$ cat src/rtl/rv2t_mtimer_bus_bridge_pkg.sv
// Shared definitions for the machine-timer bus bridge: register window offsets,
// timer read-port codes and bridge FSM states.
package rv2t_mtimer_bus_bridge_pkg;

    // Word offsets inside the 16-byte window (mem_addr[3:2])
    localparam int OFF_MTIME     = 0;
    localparam int OFF_MTIMEH    = 1;
    localparam int OFF_MTIMECMP  = 2;
    localparam int OFF_MTIMECMPH = 3;

    // reg_read_addr codes understood by the timer
    localparam logic [1:0] RRA_MTIME  = 2'b00;
    localparam logic [1:0] RRA_MTIMEH = 2'b01;
    localparam logic [1:0] RRA_CMP_LO = 2'b10;
    localparam logic [1:0] RRA_CMP_HI = 2'b11;
    // Idle code: reading compare-low has no side effect on the timer's high latch
    localparam logic [1:0] RRA_PARK   = RRA_CMP_LO;

    typedef enum logic [2:0] {
        ST_IDLE      = 3'd0,
        ST_ISSUE     = 3'd1,
        ST_WAIT      = 3'd2,
        ST_PRE_ISSUE = 3'd3,
        ST_PRE_WAIT  = 3'd4,
        ST_RESP      = 3'd5
    } state_t;

endpackage

$ cat src/rtl/rv2t_mtimer_addr_decode.sv
// Combinational decode of a bus access into the timer window: one-hot register
// select, error classification and small-timer high-word detection.
module rv2t_mtimer_addr_decode
    import rv2t_mtimer_bus_bridge_pkg::*;
#(
    parameter int                   ADDR_BITS   = 32,
    parameter logic [ADDR_BITS-1:0] MTIMER_BASE = 32'h2000_0000,
    parameter int                   SMALL_TIMER = 0
) (
    input  logic                 mem_we,
    input  logic [ADDR_BITS-1:0] mem_addr,
    input  logic [3:0]           mem_be,
    output logic [3:0]           dec_sel,
    output logic                 dec_err,
    output logic                 dec_small_hi
);

    logic hit;
    logic misaligned;
    logic partial_write;
    logic ro_write;

    genvar gi;
    generate
        for (gi = 0; gi < 4; gi++) begin : g_sel
            assign dec_sel[gi] = (mem_addr[3:2] == 2'(gi));
        end
    endgenerate

    assign hit           = (mem_addr[ADDR_BITS-1:4] == MTIMER_BASE[ADDR_BITS-1:4]);
    assign misaligned    = |mem_addr[1:0];
    assign partial_write = mem_we && (mem_be != 4'hF);
    // mtime/mtimeh are read-only through this port
    assign ro_write      = mem_we && (dec_sel[OFF_MTIME] || dec_sel[OFF_MTIMEH]);

    assign dec_err      = !hit || misaligned || partial_write || ro_write;
    assign dec_small_hi = (SMALL_TIMER != 0) && (dec_sel[OFF_MTIMEH] || dec_sel[OFF_MTIMECMPH]);

endmodule

$ cat src/rtl/rv2t_mtimer_bus_bridge.sv
// Bus-side initiator for the machine-timer register port: decodes CPU word accesses,
// sequences timer reads for a coherent 64-bit mtime and qualifies the MTIP interrupt.
module rv2t_mtimer_bus_bridge
    import rv2t_mtimer_bus_bridge_pkg::*;
#(
    parameter int                   XLEN        = 32,
    parameter int                   ADDR_BITS   = 32,
    parameter logic [ADDR_BITS-1:0] MTIMER_BASE = 32'h2000_0000,
    parameter int                   SMALL_TIMER = 0
) (
    input  logic                 clk,
    input  logic                 sync_reset,
    input  logic                 mem_req,
    input  logic                 mem_we,
    input  logic [ADDR_BITS-1:0] mem_addr,
    input  logic [3:0]           mem_be,
    input  logic [XLEN-1:0]      mem_wdata,
    output logic                 mem_ack,
    output logic                 mem_err,
    output logic [XLEN-1:0]      mem_rdata,
    input  logic                 mtie,
    output logic                 irq_mtip,
    output logic                 load_mtimecmp_low,
    output logic                 load_mtimecmp_high,
    output logic [XLEN-1:0]      mtimecmp_write_data,
    output logic [1:0]           reg_read_addr,
    input  logic [XLEN-1:0]      reg_read_data,
    input  logic                 timer_triggered
);

    logic [3:0] dec_sel;
    logic       dec_err;
    logic       dec_small_hi;

    state_t          state_reg, state_next;
    logic            hi_valid_reg, hi_valid_next;
    logic            ack_reg, ack_next;
    logic            err_reg, err_next;
    logic [XLEN-1:0] rdata_reg, rdata_next;
    logic            load_lo_reg, load_lo_next;
    logic            load_hi_reg, load_hi_next;
    logic [XLEN-1:0] wdata_reg, wdata_next;
    logic [1:0]      rra_reg, rra_next;
    logic            irq_reg;

    rv2t_mtimer_addr_decode #(
        .ADDR_BITS   (ADDR_BITS),
        .MTIMER_BASE (MTIMER_BASE),
        .SMALL_TIMER (SMALL_TIMER)
    ) u_decode (
        .mem_we       (mem_we),
        .mem_addr     (mem_addr),
        .mem_be       (mem_be),
        .dec_sel      (dec_sel),
        .dec_err      (dec_err),
        .dec_small_hi (dec_small_hi)
    );

    always_comb begin
        state_next    = state_reg;
        hi_valid_next = hi_valid_reg;
        ack_next      = 1'b0;
        err_next      = 1'b0;
        rdata_next    = '0;
        load_lo_next  = 1'b0;
        load_hi_next  = 1'b0;
        wdata_next    = wdata_reg;
        rra_next      = RRA_PARK;

        case (state_reg)
            ST_IDLE: begin
                if (mem_req) begin
                    if (mem_we) begin
                        hi_valid_next = 1'b0;
                    end
                    if (dec_err) begin
                        ack_next   = 1'b1;
                        err_next   = 1'b1;
                        state_next = ST_RESP;
                    end else if (mem_we) begin
                        // Only compare registers are writable once errors are excluded
                        ack_next   = 1'b1;
                        state_next = ST_RESP;
                        if (dec_sel[OFF_MTIMECMP]) begin
                            load_lo_next = 1'b1;
                            wdata_next   = mem_wdata;
                        end else if (!dec_small_hi) begin
                            load_hi_next = 1'b1;
                            wdata_next   = mem_wdata;
                        end
                    end else if (dec_small_hi) begin
                        ack_next   = 1'b1;
                        state_next = ST_RESP;
                        if (dec_sel[OFF_MTIMEH]) begin
                            hi_valid_next = 1'b0;
                        end
                    end else if (dec_sel[OFF_MTIMEH]) begin
                        // Without a fresh mtime read the high latch may be stale: refresh it first
                        hi_valid_next = 1'b0;
                        if (hi_valid_reg) begin
                            rra_next   = RRA_MTIMEH;
                            state_next = ST_ISSUE;
                        end else begin
                            rra_next   = RRA_MTIME;
                            state_next = ST_PRE_ISSUE;
                        end
                    end else begin
                        if (dec_sel[OFF_MTIME]) begin
                            rra_next      = RRA_MTIME;
                            hi_valid_next = 1'b1;
                        end else if (dec_sel[OFF_MTIMECMP]) begin
                            rra_next = RRA_CMP_LO;
                        end else begin
                            rra_next = RRA_CMP_HI;
                        end
                        state_next = ST_ISSUE;
                    end
                end
            end
            ST_ISSUE: begin
                state_next = ST_WAIT;
            end
            ST_WAIT: begin
                rdata_next = reg_read_data;
                ack_next   = 1'b1;
                state_next = ST_RESP;
            end
            ST_PRE_ISSUE: begin
                state_next = ST_PRE_WAIT;
            end
            ST_PRE_WAIT: begin
                rra_next   = RRA_MTIMEH;
                state_next = ST_ISSUE;
            end
            ST_RESP: begin
                state_next = ST_IDLE;
            end
            default: begin
                state_next = ST_IDLE;
            end
        endcase
    end

    always_ff @(posedge clk) begin
        if (sync_reset) begin
            state_reg    <= ST_IDLE;
            hi_valid_reg <= 1'b0;
            ack_reg      <= 1'b0;
            err_reg      <= 1'b0;
            rdata_reg    <= '0;
            load_lo_reg  <= 1'b0;
            load_hi_reg  <= 1'b0;
            wdata_reg    <= '0;
            rra_reg      <= RRA_PARK;
            irq_reg      <= 1'b0;
        end else begin
            state_reg    <= state_next;
            hi_valid_reg <= hi_valid_next;
            ack_reg      <= ack_next;
            err_reg      <= err_next;
            rdata_reg    <= rdata_next;
            load_lo_reg  <= load_lo_next;
            load_hi_reg  <= load_hi_next;
            wdata_reg    <= wdata_next;
            rra_reg      <= rra_next;
            // The timer flag is stale for one cycle after a compare load
            irq_reg      <= timer_triggered && mtie && !(load_lo_reg || load_hi_reg);
        end
    end

    assign mem_ack             = ack_reg;
    assign mem_err             = err_reg;
    assign mem_rdata           = rdata_reg;
    assign irq_mtip            = irq_reg;
    assign load_mtimecmp_low   = load_lo_reg;
    assign load_mtimecmp_high  = load_hi_reg;
    assign mtimecmp_write_data = wdata_reg;
    assign reg_read_addr       = rra_reg;

endmodule

$ cat config.mk
export PLATFORM = sky130hd
export DESIGN_NAME = rv2t_mtimer_bus_bridge
export DESIGN_NICKNAME = d
export VERILOG_FILES = /design/src/rtl/rv2t_mtimer_bus_bridge_pkg.sv /design/src/rtl/rv2t_mtimer_addr_decode.sv /design/src/rtl/rv2t_mtimer_bus_bridge.sv
export SDC_FILE = /design/constraint.sdc
export NUM_CORES = 1
export LEC_CHECK = 0
export BUFFER_PORTS_ARGS = -buffer_cell sky130_fd_sc_hd__buf_2
export CORE_ASPECT_RATIO = 1.1
export CORE_UTILIZATION = 43
export CTS_CLUSTER_SIZE = 25
export DETAILED_ROUTE_END_ITERATION = 6
export PLACE_DENSITY = 0.78
export SLEW_MARGIN = 40
export SYNTH_ARGS = -nofsm -noshare
export SYNTH_HDL_FRONTEND = slang
export SYNTH_SLANG_ARGS = --single-unit
$ cat constraint.sdc
create_clock -name clk -period 2.6 [get_ports clk]
set_clock_uncertainty 0.05 [all_clocks]
set_input_delay 0.78 -clock clk [delete_from_list [all_inputs] [get_ports clk]]
set_output_delay 0.78 -clock clk [all_outputs]
set_load 0.01 [all_outputs]
==> reports/metrics.csv <==
stage;metric;value;unit
outcome;status;finished clean;
placement;hpwl;4.90;mm
setup_path;crit_arrival;2.26;ns
sta;post-route-period-util;79.2;%
hold_path;whs_endpoint;irq_mtip;
global_routing;grt_overflow;0;
sta;relSlewSlack;66.1;%
route;drt-pass1-iter-count;4;
synthesis;synthCells;273;
die;dieArea;7170;um^2
power_and_ir_drop;leakage;2.03;nW
clocking;cts_hold_repair.buffers;0;
power_and_ir_drop;power_density;537;nW/um^2
placement;gp_congestion;0.792;
clocking;path_clk_slew;0.07;ns
synthesis;synth-compound-area-share;3.19;%
hold_path;hold_start;load_mtimecmp_high;
finish;fin_cells;534;
power_and_ir_drop;switching_share;23.4;%
setup_path;path_class;input pin to flip-flop;
die;rows;31;
synthesis;synth.avg_cell_area;10.8;um^2
synthesis;yosysSeqAreaShare;51.1;%
die;core;6590;um^2
hold_path;hold_class;flip-flop to flip-flop;
synthesis;synth_xor_area_share;0;%
sta;period_needed;2.06;ns
global_routing;grt_max_degree;40;
route;via_per_inst;4.74;
sta;hold_violations;0;
synthesis;synth-edff-count;0;
route;drcViolationCount;0;
hold_path;worst_hold_path.num_cells;1;
clocking;cts_tree;yes;
finish;layout.area.seq;1500;um^2
clocking;cts.repair.resized;0;
sta;rsz0062_at_grt;false;
run;cap_violations;0;
sta;setup_tns;0;ns
clocking;numCtsBuffers;9;
clocking;htreeDepth;3;
synthesis;synth_simple_gate_area_share;31.1;%
global_routing;antenna_found_initial;0;
setup_path;regToRegEndpoint;hi_valid_reg;
clocking;cts-root-buf;clkbuf_8;
sta;max_freq;0.485;GHz
sta;worst_slew_pin_slew;0.509;ns
synthesis;yosysWarnings;0;
route;drt_iter0_drc;59;
global_routing;track_usage;18.1;%
finish;multi_input_area;1330;um^2
die;initial_core_util;44.6;%
clocking;clock_latency;0.33;ns
global_routing;grt_pass1_vias;2325;
setup_path;r2r-start;state_reg[2];
setup_path;startpoint_type;input pin;
global_routing;grt_pass1_wl;9.93;mm
clocking;clock-sinks;75;
power_and_ir_drop;combPwrFrac;9.1;%
synthesis;synth_top_family_by_area;simple AND/OR/NAND/NOR gates;
setup_path;cp_data_required_time;2.80;ns
power_and_ir_drop;p_sw;0.512;mW
power_and_ir_drop;clockPowerShare;37.2;%
route;avgRoutedWirePerCell;12.2;um
die;die_x;80.8;um
synthesis;synthAdderAreaFrac;0;%
setup_path;endpoint_kind;flip-flop;
finish;num_antenna_cells;0;
route;vias;2532;
die;io_pins;177;
synthesis;yosys-mux-area-fraction;10.9;%
synthesis;synth-main-ff-cell;dfxtp_1;
route;drt-total-wl;6.52;mm
setup_path;ff2ff_path_depth;4;
synthesis;synthArstFlopShare;0;%
setup_path;critPathMaxFanout;34;
power_and_ir_drop;p_int;1.67;mW
route;ant_nets;0;
setup_path;cp-startpoint;mem_addr[11];
die;die_h;88.7;um
sta;maxSlewViolCount;0;
synthesis;synth_cell_type_count;31;
power_and_ir_drop;ir_drop;0.566;mV
clocking;clockBufferDepth;2;
finish;fin_nets;553;
setup_path;r2r_slack;0.72;ns
clocking;post_cts_buffers;0;
finish;filler_cell_count;562;
synthesis;syn_area;2940;um^2
placement;port_buffers;176;
synthesis;synth-seq-cells;75;
power_and_ir_drop;seqPwrFrac;53.7;%
finish;layout-drive-gt1-share;46.5;%
finish;area_growth;38.3;%
sta;setup_viol;0;
placement;dp.cells;518;
synthesis;syn_nets;379;
[worst max-delay path by stage]
stage	endpoint	slack, ns	cells after the start
CTS	mtimecmp_write_data[19]	0.54	6
floorplan	mtimecmp_write_data[0]	0.27	5
global route	mtimecmp_write_data[19]	0.45	6
finish	mtimecmp_write_data[19]	0.54	6
detailed placement	mtimecmp_write_data[19]	0.18	6
global placement	mtimecmp_write_data[17]	0.28	6
[metrics by stage]
| stage | power [mW] | cell area, um^2 | util, % | hold WS (ns) | setup WS (ns) |
|---|---|---|---|---|---|
| after global placement | 1.40 | 3870 | 58.8 | 0.360 | 0.278 |
| after floorplan | 1.29 | 2940 | - | 0.412 | 0.275 |
| final | 2.18 | 4060 | 61.6 | 0.368 | 0.540 |
| after global routing | 2.29 | 4060 | 61.6 | 0.391 | 0.449 |
| after detailed placement | 1.40 | 3870 | 58.8 | 0.367 | 0.184 |
| after CTS | 2.23 | 4060 | 61.6 | 0.373 | 0.538 |
[placed cells by master (no fill, tap or decap)]
cell and count:
clkinvlp_4 2, mux2i_1 32, nand4_2 2, clkinv_2 1
nor3b_1 1, nor2b_1 3, a21oi_2 1, buf_4 5
nor2_1 4, nor3_2 1, a2111oi_0 1, nand3_1 1
and3_1 33, o21ai_0 4, a211o_1 1, nor4_2 2
a211oi_1 1, o21a_1 2, nor3_1 4, or4_1 1
nor4b_4 1, buf_2 176, or4b_2 1, and3b_1 1
nand2b_1 65, nand2_1 3, or4b_4 1, nor4_1 5
dfxtp_1 75, nor4_4 3, clkbuf_8 11, nor4b_1 1
o211ai_1 2, clkinv_4 2, buf_12 1, a21oi_1 2
[critical path, stage by stage]
cell and delay [ns]:
buf_2 0.09, nor4_1 0.33, nand4_2 0.19, nor4_4 0.33, buf_12 0.28, mux2i_1 0.23
[power by group through the flow]
stage / sequential [mW] / combinational (mW) / clock (mW)
final: 1.17 / 0.199 / 0.811
after floorplan: 1.20 / 0.0885 / 0
after detailed placement: 1.20 / 0.201 / 0
after global placement: 1.20 / 0.197 / 0
after CTS: 1.17 / 0.201 / 0.852
after global routing: 1.18 / 0.220 / 0.895
[area by class of cell]
type,instances,share of cell area (%)
flip-flops and latches,75,36.9
repair buffers,182,23.1
clock buffers,11,3.73
clock inverters,5,0.924
multi-input cells,179,32.8
well taps,82,2.52
[layer usage]
metal / wire length [um] / vias up / part of all wire (%) / GRT usage [%]
met4: 85 / 0 / 1.3 / 8.12
met1: 2750 / 1123 / 42 / 20.1
met5: 0 / - / 0 / 0
met2: 3000 / 112 / 46 / 30.3
met3: 686 / 7 / 11 / 7.11
li1: - / 1290 / - / -
[cells in the mapped netlist, types with 2 or more instances]
cell type,count,area (um^2)
nand4_2,2,25.0
o211ai_1,2,15.0
dfxtp_1,75,1500
nor2b_1,3,18.8
nand2b_1,65,407
buf_4,2,15.0
nor4_2,2,25.0
nor4_1,5,31.3
buf_6,4,45.0
o21a_1,2,15.0
clkbuf_1,13,48.8
nand2_1,3,11.3
o21ai_0,4,20.0
mux2i_1,32,320
nor3_1,5,25.0
a21oi_1,2,10.0
and3_1,33,206
nor2_1,4,15.0
nor4_4,3,63.8
[logic make-up (layout without fill, tap and decap cells)]
family / count (synthesis) / in the layout
muxes: 32 / 32
DFF: 75 / 75
buffers and inverters: 19 / 198
and+or+nand+nor: 133 / 133
AOI/OAI and AO/OA: 14 / 14
(Power assumes the default switching activity.)
